## src/rtl/md_iter_unit_if.sv

```systemverilog
// Handshake and operand bus between the EX stage and the iterative
// multiply/divide unit. EX is the master; the unit is the slave.
interface md_iter_unit_if #(
    parameter int WIDTH = 32
);
    logic                 start_i;
    logic [1:0]           op_i;
    logic [WIDTH-1:0]     src1_i;
    logic [WIDTH-1:0]     src2_i;
    logic                 cancel_i;
    logic                 busy_o;
    logic                 done_o;
    logic [2*WIDTH-1:0]   result_o;
    logic                 div_by_zero_o;

    modport master (
        output start_i, op_i, src1_i, src2_i, cancel_i,
        input  busy_o, done_o, result_o, div_by_zero_o
    );

    modport slave (
        input  start_i, op_i, src1_i, src2_i, cancel_i,
        output busy_o, done_o, result_o, div_by_zero_o
    );
endinterface

```

## src/rtl/md_iter_unit.sv

```systemverilog
// Iterative MULT/MULTU/DIV/DIVU unit. One bit per cycle: a shift-add
// multiplier and a restoring divider sharing a single 2*WIDTH accumulator.
// Operands are reduced to magnitudes at start; signs are reapplied in FIX.
module md_iter_unit #(
    parameter int WIDTH = 32
) (
    input  logic           clk,
    input  logic           resetn,
    md_iter_unit_if.slave  bus
);
    localparam int CW = $clog2(WIDTH + 1);
    localparam logic [CW-1:0] CNT_LOAD = CW'(WIDTH);
    localparam logic [CW-1:0] CNT_ONE  = CW'(1);

    localparam logic [1:0] S_IDLE = 2'd0;
    localparam logic [1:0] S_CALC = 2'd1;
    localparam logic [1:0] S_FIX  = 2'd2;

    logic [1:0]         state;
    logic [CW-1:0]      cnt;
    logic [2*WIDTH-1:0] acc;      // mult: {partial hi, multiplier}; div: {remainder, quotient}
    logic [WIDTH-1:0]   opnd;     // multiplicand magnitude or divisor magnitude
    logic               is_div;
    logic               neg_a;
    logic               neg_b;
    logic               busy_q;
    logic               done_q;
    logic [2*WIDTH-1:0] result_q;
    logic               dbz_q;

    // Operand magnitudes at start (signed ops take |x|; most-negative maps to 2^(W-1))
    logic               signed_op;
    logic               src1_neg;
    logic               src2_neg;
    logic [WIDTH-1:0]   a_mag;
    logic [WIDTH-1:0]   b_mag;
    logic               div_zero;

    // Iteration datapath
    logic [WIDTH:0]     mul_sum;
    logic [2*WIDTH-1:0] mul_next;
    logic [WIDTH:0]     rem_sh;
    logic               div_ge;
    logic [WIDTH-1:0]   div_rem;
    logic [2*WIDTH-1:0] div_next;

    // Sign fix-up
    logic [WIDTH-1:0]   quot;
    logic [WIDTH-1:0]   rem;
    logic [WIDTH-1:0]   quot_fix;
    logic [WIDTH-1:0]   rem_fix;
    logic [2*WIDTH-1:0] prod_fix;
    logic [2*WIDTH-1:0] fix_result;

    // Start-time decode: signedness, magnitudes and the divide-by-zero shortcut
    always_comb begin
        signed_op = ~bus.op_i[0];
        src1_neg  = signed_op & bus.src1_i[WIDTH-1];
        src2_neg  = signed_op & bus.src2_i[WIDTH-1];
        a_mag     = src1_neg ? (~bus.src1_i + 1'b1) : bus.src1_i;
        b_mag     = src2_neg ? (~bus.src2_i + 1'b1) : bus.src2_i;
        div_zero  = bus.op_i[1] & (bus.src2_i == '0);
    end

    // One multiply step (add-then-shift) and one restoring divide step
    always_comb begin
        mul_sum  = {1'b0, acc[2*WIDTH-1:WIDTH]} + (acc[0] ? {1'b0, opnd} : '0);
        mul_next = {mul_sum, acc[WIDTH-1:1]};
        // Shifted remainder needs WIDTH+1 bits; when it is >= divisor the
        // difference always fits back into WIDTH bits.
        rem_sh   = acc[2*WIDTH-1:WIDTH-1];
        div_ge   = rem_sh >= {1'b0, opnd};
        div_rem  = rem_sh[WIDTH-1:0] - opnd;
        div_next = div_ge ? {div_rem, acc[WIDTH-2:0], 1'b1}
                          : {acc[2*WIDTH-2:0], 1'b0};
    end

    // Reapply signs: product by sign xor, quotient by sign xor, remainder by dividend sign
    always_comb begin
        quot       = acc[WIDTH-1:0];
        rem        = acc[2*WIDTH-1:WIDTH];
        quot_fix   = (neg_a ^ neg_b) ? (~quot + 1'b1) : quot;
        rem_fix    = neg_a ? (~rem + 1'b1) : rem;
        prod_fix   = (neg_a ^ neg_b) ? (~acc + 1'b1) : acc;
        fix_result = is_div ? {rem_fix, quot_fix} : prod_fix;
    end

    // Control FSM, accumulator iteration and registered outputs
    always_ff @(posedge clk or negedge resetn) begin
        if (!resetn) begin
            state    <= S_IDLE;
            cnt      <= '0;
            acc      <= '0;
            opnd     <= '0;
            is_div   <= 1'b0;
            neg_a    <= 1'b0;
            neg_b    <= 1'b0;
            busy_q   <= 1'b0;
            done_q   <= 1'b0;
            result_q <= '0;
            dbz_q    <= 1'b0;
        end else begin
            done_q <= 1'b0;
            case (state)
                S_IDLE: begin
                    if (bus.start_i) begin
                        if (div_zero) begin
                            // Fast path: no iteration, result in the next cycle
                            result_q <= {bus.src1_i, {WIDTH{1'b1}}};
                            dbz_q    <= 1'b1;
                            done_q   <= 1'b1;
                        end else begin
                            is_div <= bus.op_i[1];
                            neg_a  <= src1_neg;
                            neg_b  <= src2_neg;
                            opnd   <= bus.op_i[1] ? b_mag : a_mag;
                            acc    <= {{WIDTH{1'b0}}, (bus.op_i[1] ? a_mag : b_mag)};
                            cnt    <= CNT_LOAD;
                            state  <= S_CALC;
                            busy_q <= 1'b1;
                        end
                    end
                end
                S_CALC: begin
                    if (bus.cancel_i) begin
                        state  <= S_IDLE;
                        busy_q <= 1'b0;
                        cnt    <= '0;
                    end else begin
                        acc <= is_div ? div_next : mul_next;
                        cnt <= cnt - CNT_ONE;
                        if (cnt == CNT_ONE) begin
                            state <= S_FIX;
                        end
                    end
                end
                S_FIX: begin
                    state  <= S_IDLE;
                    busy_q <= 1'b0;
                    if (!bus.cancel_i) begin
                        result_q <= fix_result;
                        dbz_q    <= 1'b0;
                        done_q   <= 1'b1;
                    end
                end
                default: begin
                    state  <= S_IDLE;
                    busy_q <= 1'b0;
                end
            endcase
        end
    end

    assign bus.busy_o        = busy_q;
    assign bus.done_o        = done_q;
    assign bus.result_o      = result_q;
    assign bus.div_by_zero_o = dbz_q;

endmodule

```

## src/flat_wrapper.sv

```systemverilog
// flat-port wrapper written by rule: the top's interface ports become plain ports
module md_iter_unit_flat 
#(
    parameter int WIDTH = 32
)
  (clk, resetn, bus_start_i, bus_op_i, bus_src1_i, bus_src2_i, bus_cancel_i, bus_busy_o, bus_done_o, bus_result_o, bus_div_by_zero_o);
  md_iter_unit_if #(.WIDTH(WIDTH)) bus_i ();
  input  logic clk;
  input  logic resetn;
  input wire logic [$bits(bus_i.start_i)-1:0] bus_start_i;
  input wire logic [$bits(bus_i.op_i)-1:0] bus_op_i;
  input wire logic [$bits(bus_i.src1_i)-1:0] bus_src1_i;
  input wire logic [$bits(bus_i.src2_i)-1:0] bus_src2_i;
  input wire logic [$bits(bus_i.cancel_i)-1:0] bus_cancel_i;
  output wire logic [$bits(bus_i.busy_o)-1:0] bus_busy_o;
  output wire logic [$bits(bus_i.done_o)-1:0] bus_done_o;
  output wire logic [$bits(bus_i.result_o)-1:0] bus_result_o;
  output wire logic [$bits(bus_i.div_by_zero_o)-1:0] bus_div_by_zero_o;
  assign bus_i.start_i = bus_start_i;
  assign bus_i.op_i = bus_op_i;
  assign bus_i.src1_i = bus_src1_i;
  assign bus_i.src2_i = bus_src2_i;
  assign bus_i.cancel_i = bus_cancel_i;
  assign bus_busy_o = bus_i.busy_o;
  assign bus_done_o = bus_i.done_o;
  assign bus_result_o = bus_i.result_o;
  assign bus_div_by_zero_o = bus_i.div_by_zero_o;
  md_iter_unit #(.WIDTH(WIDTH)) u_core (.clk(clk), .resetn(resetn), .bus(bus_i));
endmodule
```

## config.mk

```make
export PLATFORM = sky130hd
export DESIGN_NAME = md_iter_unit_flat
export DESIGN_NICKNAME = d
export VERILOG_FILES = /design/src/rtl/md_iter_unit_if.sv /design/src/rtl/md_iter_unit.sv /design/src/flat_wrapper.sv
export SDC_FILE = /design/constraint.sdc
export NUM_CORES = 1
export LEC_CHECK = 0
export ABC_AREA = 1
export BUFFER_PORTS_ARGS = -buffer_cell sky130_fd_sc_hd__buf_2
export CAP_MARGIN = 20
export CORE_MARGIN = 8
export CORE_UTILIZATION = 41
export CTS_CLUSTER_DIAMETER = 80
export DETAILED_ROUTE_END_ITERATION = 8
export PLACE_DENSITY_LB_ADDON = 0.1
export SETUP_SLACK_MARGIN = 0.15
export SLEW_MARGIN = 25
export SYNTH_ARGS = -nofsm -noshare
export SYNTH_HDL_FRONTEND = slang
export SYNTH_SLANG_ARGS = --single-unit
```

## constraint.sdc

```tcl
create_clock -name clk -period 2.81 [get_ports clk]
set_input_delay 0.1405 -clock clk [delete_from_list [all_inputs] [get_ports clk]]
set_output_delay 0.1405 -clock clk [all_outputs]
set_load 0.02 [all_outputs]
```

# == Word level (Yosys, flattened, before mapping) ==
# Index checks and enable logic that the tools add are counted.
# Widths: inputs -> output; s select.
# op_classes
addsub,8
multipliers,0
n_div,0
magnitude_cmp,1
eq_ne,10
n_shift,0
n_mux,40
bitwise_logic,11
reduce_logical,10
# op_table
operator,n
$mux 64,10
$pmux 64 s2,2
$mux 32,7
$add 32x1->32 const B,4
$not 32->32,4
$add 64x1->64 const B,1
$not 64->64,1
$add 32x33->33,1
$ge 33x32->1,1
$logic_not 32->1,1
$sub 32x32->32,1
$mux 6,3
$pmux 6 s2,1
$reduce_and 3->1,4
$ne 2x2->1 const B,5
$mux 1,9
$mux 2,4
$reduce_and 4->1,2
$eq 6x1->1 const B,1
$pmux 1 s2,3
$sub 6x1->6 const B,1
$pmux 2 s2,1
$reduce_bool 2->1,2
$and 1x1->1,3
other kinds (7),8
# totals
register_bits,174
latch_bits,0
mem_bits_rw,0
rom_bits,0
out_inout_bits,67
mem_count,0

# == Longest topological paths before layout ==
# logic_depth
word_depth,7
mapped_depth,20
ltp_nobuf,18

# == Least setup slack after synthesis ==
# OpenSTA, ideal clock, no wires.
# synth_timing
path_kind,reg2reg
from,register u_core.acc[0]
to,register u_core.acc[63]
setup_ps,65
t_arrival_ps,2444
required_time_ps,2745
setup_slack_ps,301
path_stages_with_launch,21
n_path_buf,2
synth_period_minus_slack_ps,2509
path_cell_list,dfrtp_1 > buf_2 > clkbuf_1 > nand2_1 > inv_1 > ha_1 > inv_1 > fa_1 > inv_1 > nand3_1 > nand3_1 > inv_1 > o21bai_1 > nand2_1 > nand2_1 > nand2_1 > nand3_1 > nand2_1 > inv_1 > nand2_1 > nand2_1
# synth_between
elab_chain_cells,5
# synth_rtl
item,line_no,text
from (decl),md_iter_unit.sv:21,logic [2*WIDTH-1:0] acc;
from (signal assigned),md_iter_unit.sv:117,"acc <= {{WIDTH{1'b0}}, (bus.op_i[1] ? a_mag : b_mag)};"
from (signal assigned),md_iter_unit.sv:130,acc <= is_div ? div_next : mul_next;
$mux 32,md_iter_unit.sv:67,"mul_sum = {1'b0, acc[2*WIDTH-1:WIDTH]} + (acc[0] ? {1'b0, opnd} : '0);"
$add 32x33->33,md_iter_unit.sv:67,
$mux 64,md_iter_unit.sv:130,
$mux 64,md_iter_unit.sv:125,if (bus.cancel_i) begin
$pmux 64 s2,md_iter_unit.sv:104,case (state)
# No other way between the ends. The select of a mux whose other input is x is not followed.
# A chain may end at the register's enable or synchronous reset.

# == Worst setup path after layout ==
# layout_timing
from,register u_core.acc[55]
to,register u_core.acc[56]
# layout_between
elab_chain_cells,5
word_cells_on_any_way,7
classes_between,add/sub (2); order compare (1); mux (4)
# layout_rtl
item,line_no,text
$sub 32x32->32 / $ge 33x32->1 (equally long branches),"md_iter_unit.sv:73, md_iter_unit.sv:72",
$mux 64,md_iter_unit.sv:74,"div_next = div_ge ? {div_rem, acc[WIDTH-2:0], 1'b1}"
$mux 64 (*),md_iter_unit.sv:130,
$mux 64 (*),md_iter_unit.sv:125,
$pmux 64 s2 (*),md_iter_unit.sv:104,
# Mark *: on every way between the ends. The rest lies on a longest branch, timed or not. The select of a mux whose other input is x is not followed.

==> out/results.txt <==
Status - finished clean
Via count - 23200
Core area - 44300 um2
Die Span Y - 228 um
Slew Viols, Final - 0
I/O Pins - 137
Total power - 24600 uW
DP HPWL - 74.7 mm
Met2 wire length - 37.5 mm
Data required time at the worst endpoint - 3.20 ns
Via/cell ratio - 5.66
Routed wire length - 92.4 mm
Commonest cells after routing, fill and taps aside - nand2_1, inv_1, nor2_1
Fmax - 0.381 GHz
M1 wire length - 40.8 mm
Commonest non-fill, non-tap cell in the layout - nand2_1
Avg WL per Cell - 22.5 um
RSZ-0062 raised after global routing - true
Reg2reg end - u_core.acc[56]
Synthesized Nets - 3401
Hold Crit Class - in2reg
Initial Utilization - 0.416
Max-slew headroom - 0.427
Crit Path Max Fanout - 8
Top-area cell type share of the netlist area - 0.236
Share of synthesized area spent on multiplexers - 0
Worst skew pair latency - 0.51 ns
Worst Path Arrival - 3.01 ns
Setup TNS - 0 ns
Compound-cell area share of the yosys netlist - 0.130
Min cycle time layout - 2.62 ns
Synth Area per Inst - 5.66 um2
Post-route DRC - 0
First-pass GRT wire length - 135 mm
Area Overhead vs Synth - 18.9%
Worst Hold Path EP - u_core.bus.result_o[32]
YS warnings - 0
Metal3 WL - 10.7 mm
Top_reg_cell synth - dfrtp_1
Post-Synth Adder-Cell Area - 0.0497
Worst r2r src - u_core.acc[55]
PD cells - 1120 nW/um2
Critical Path End Type - flip-flop
Total GRT Usage - 0.341
Layout Nets - 3639
Clk slew on worst S/H paths - 0.08 ns
Fillers - 4810
DRT antenna net count - 0
Rows - 77
Drt first-iter violations - 2862
Final-report hold violation count - 0
Antenna violations before repair - 2
Die area - 52000 um2
Port Buffers - 136
DIE WIDTH - 228 um
R2R depth - 13
CTS Buf Count - 17
Worst Max-Slew Pin Slew - 0.860 ns
EDFF count, synth - 0
Simple-Gate Fraction of Synth Area - 0.450
Final Skew - 0.0163 ns
Register area share after synthesis - 0.236
Worst setup SP type - flip-flop
Yosys reg bits - 174
CTS sink cnt - 174
CTS Root Cell - clkbuf_16
Synth Instances - 3259
Total gr overflow - 0
CTS Buffer Depth - 2
Setup bufs post-CTS - 0
Largest cells by area after synthesis - dfrtp_1, nand2_1, nand3_1, inv_1, nor2_1
Post-Syn Area - 18400 um2
Main combinational cell family by area after synthesis - simple AND/OR/NAND/NOR gates
Distinct cells, synth - 45
Drt first pass iters - 6
FF-to-FF setup slack - 0.19 ns
Routability Congestion - 1.11
Highest metal used - met5
Yosys top cell by area - dfrtp_1
LEAKAGE - 0.0117 uW
Htree depth - 4
Max Cap Viol - 0
Final period util - 0.934
Number of global-route vias before repair - 21200
Kind of critical path - reg2reg
Pin count of the biggest net entering global routing - 83
CTS tree - built
XOR/XNOR Fraction of Synth Area - 0.0200
Hold depth - 3
Peak supply drop - 0.502 mV
Share of cells above drive strength 1 - 0.141
Final setup vio count - 0
FFs w/ async S/R, synth - 1.00
Hold Crit Start - bus_src1_i[0]
==> worst max-delay path, cell delays in order, from the launching register on <==
cell	delay (ns)
dfrtp_1	0.47
ha_1	0.38
a21oi_1	0.25
nand2_1	0.13
a21oi_2	0.13
nor2_1	0.06
nor2_2	0.18
nand2_2	0.13
buf_12	0.17
buf_4	0.13
nand2_1	0.09
nand3_1	0.17
nand3_1	0.15
nand2_1	0.07
==> where the power goes <==
part | total (uW) | internal (uW) | switching, uW
logic | 17400 | 5770 | 11700
clock network | 2600 | 1290 | 1320
registers | 4570 | 3490 | 1080
total | 24600 | 10500 | 14100
==> synth_stat cells (all sizes together) (34+ instances only) <==
cell type / number
a21oi: 174
xor2: 34
nor2: 394
buf: 44
nand4: 53
o21ai: 193
inv: 425
nand3: 354
nand2: 1122
dfrtp: 174
ha: 70
clkbuf: 60
nor3: 35
==> cell families (layout without fill, tap and decap cells) <==
family,Yosys count,in the layout
compound gates,445,445
xor+xnor,42,42
fa+ha+maj,72,72
buf+inv,532,783
flops,174,174
other cells,0,1
simple gates,1994,1994
==> worst max-delay path by stage <==
stage                                 to           start  cells after the start
after floorplan           u_core.acc[63]   u_core.acc[0]                     20
after global placement    u_core.acc[58]   u_core.acc[0]                     17
after detailed placement  u_core.acc[46]   u_core.acc[0]                     15
after CTS                 u_core.acc[59]   u_core.acc[0]                     13
after global routing      u_core.acc[58]   u_core.acc[0]                     17
final                     u_core.acc[56]  u_core.acc[55]                     13
==> repair_timing <==
item                       in CTS  in global routing
gates cloned                    0                  0
pin swaps                       0                  4
hold buffers                    4                  0
hold endpoints to repair       81                  0
gates resized for setup         5                108
setup endpoints to repair       5                 40
==> sequential cells by signal, indices dropped and copies added, names as in the netlist, 2 cells and up <==
register / cells
u_core.bus.result_o: 64
u_core.acc: 64
u_core.state: 2
u_core.opnd: 32
u_core.cnt: 6
==> stage by stage <==
step                      worst slack [ns]  cell area [um2]  hold WS [ns]   util  instances
after floorplan                      0.301            18400        -0.155      -       3259
after global routing                0.0513            21900        0.0413  0.494       4102
final                                0.186            21900        0.0365  0.494       4103
after CTS                            0.162            21500       0.00462  0.486       4102
after global placement               0.149            20900         0.284  0.471       4066
after detailed placement             0.117            20900         0.287  0.471       4066
==> routing by layer <==
metal,GRT usage,vias up
li1,-,10900
met3,0.0908,155
met5,0.0113,-
met4,0.123,4
met2,0.486,1250
met1,0.486,10900
==> layout make-up <==
type | instances | area (um2) | area share
Antenna cell | 1 | 2.50 | 0.000114
Clock buffer | 19 | 443 | 0.0202
Clock inverter | 13 | 144 | 0.00657
Inverter | 428 | 1610 | 0.0734
Multi-Input combinational cell | 2553 | 12400 | 0.565
Sequential cell | 174 | 4360 | 0.199
Tap cell | 592 | 741 | 0.0338
Timing Repair Buffer | 323 | 2230 | 0.102
Power figures use the tool's default switching activity.
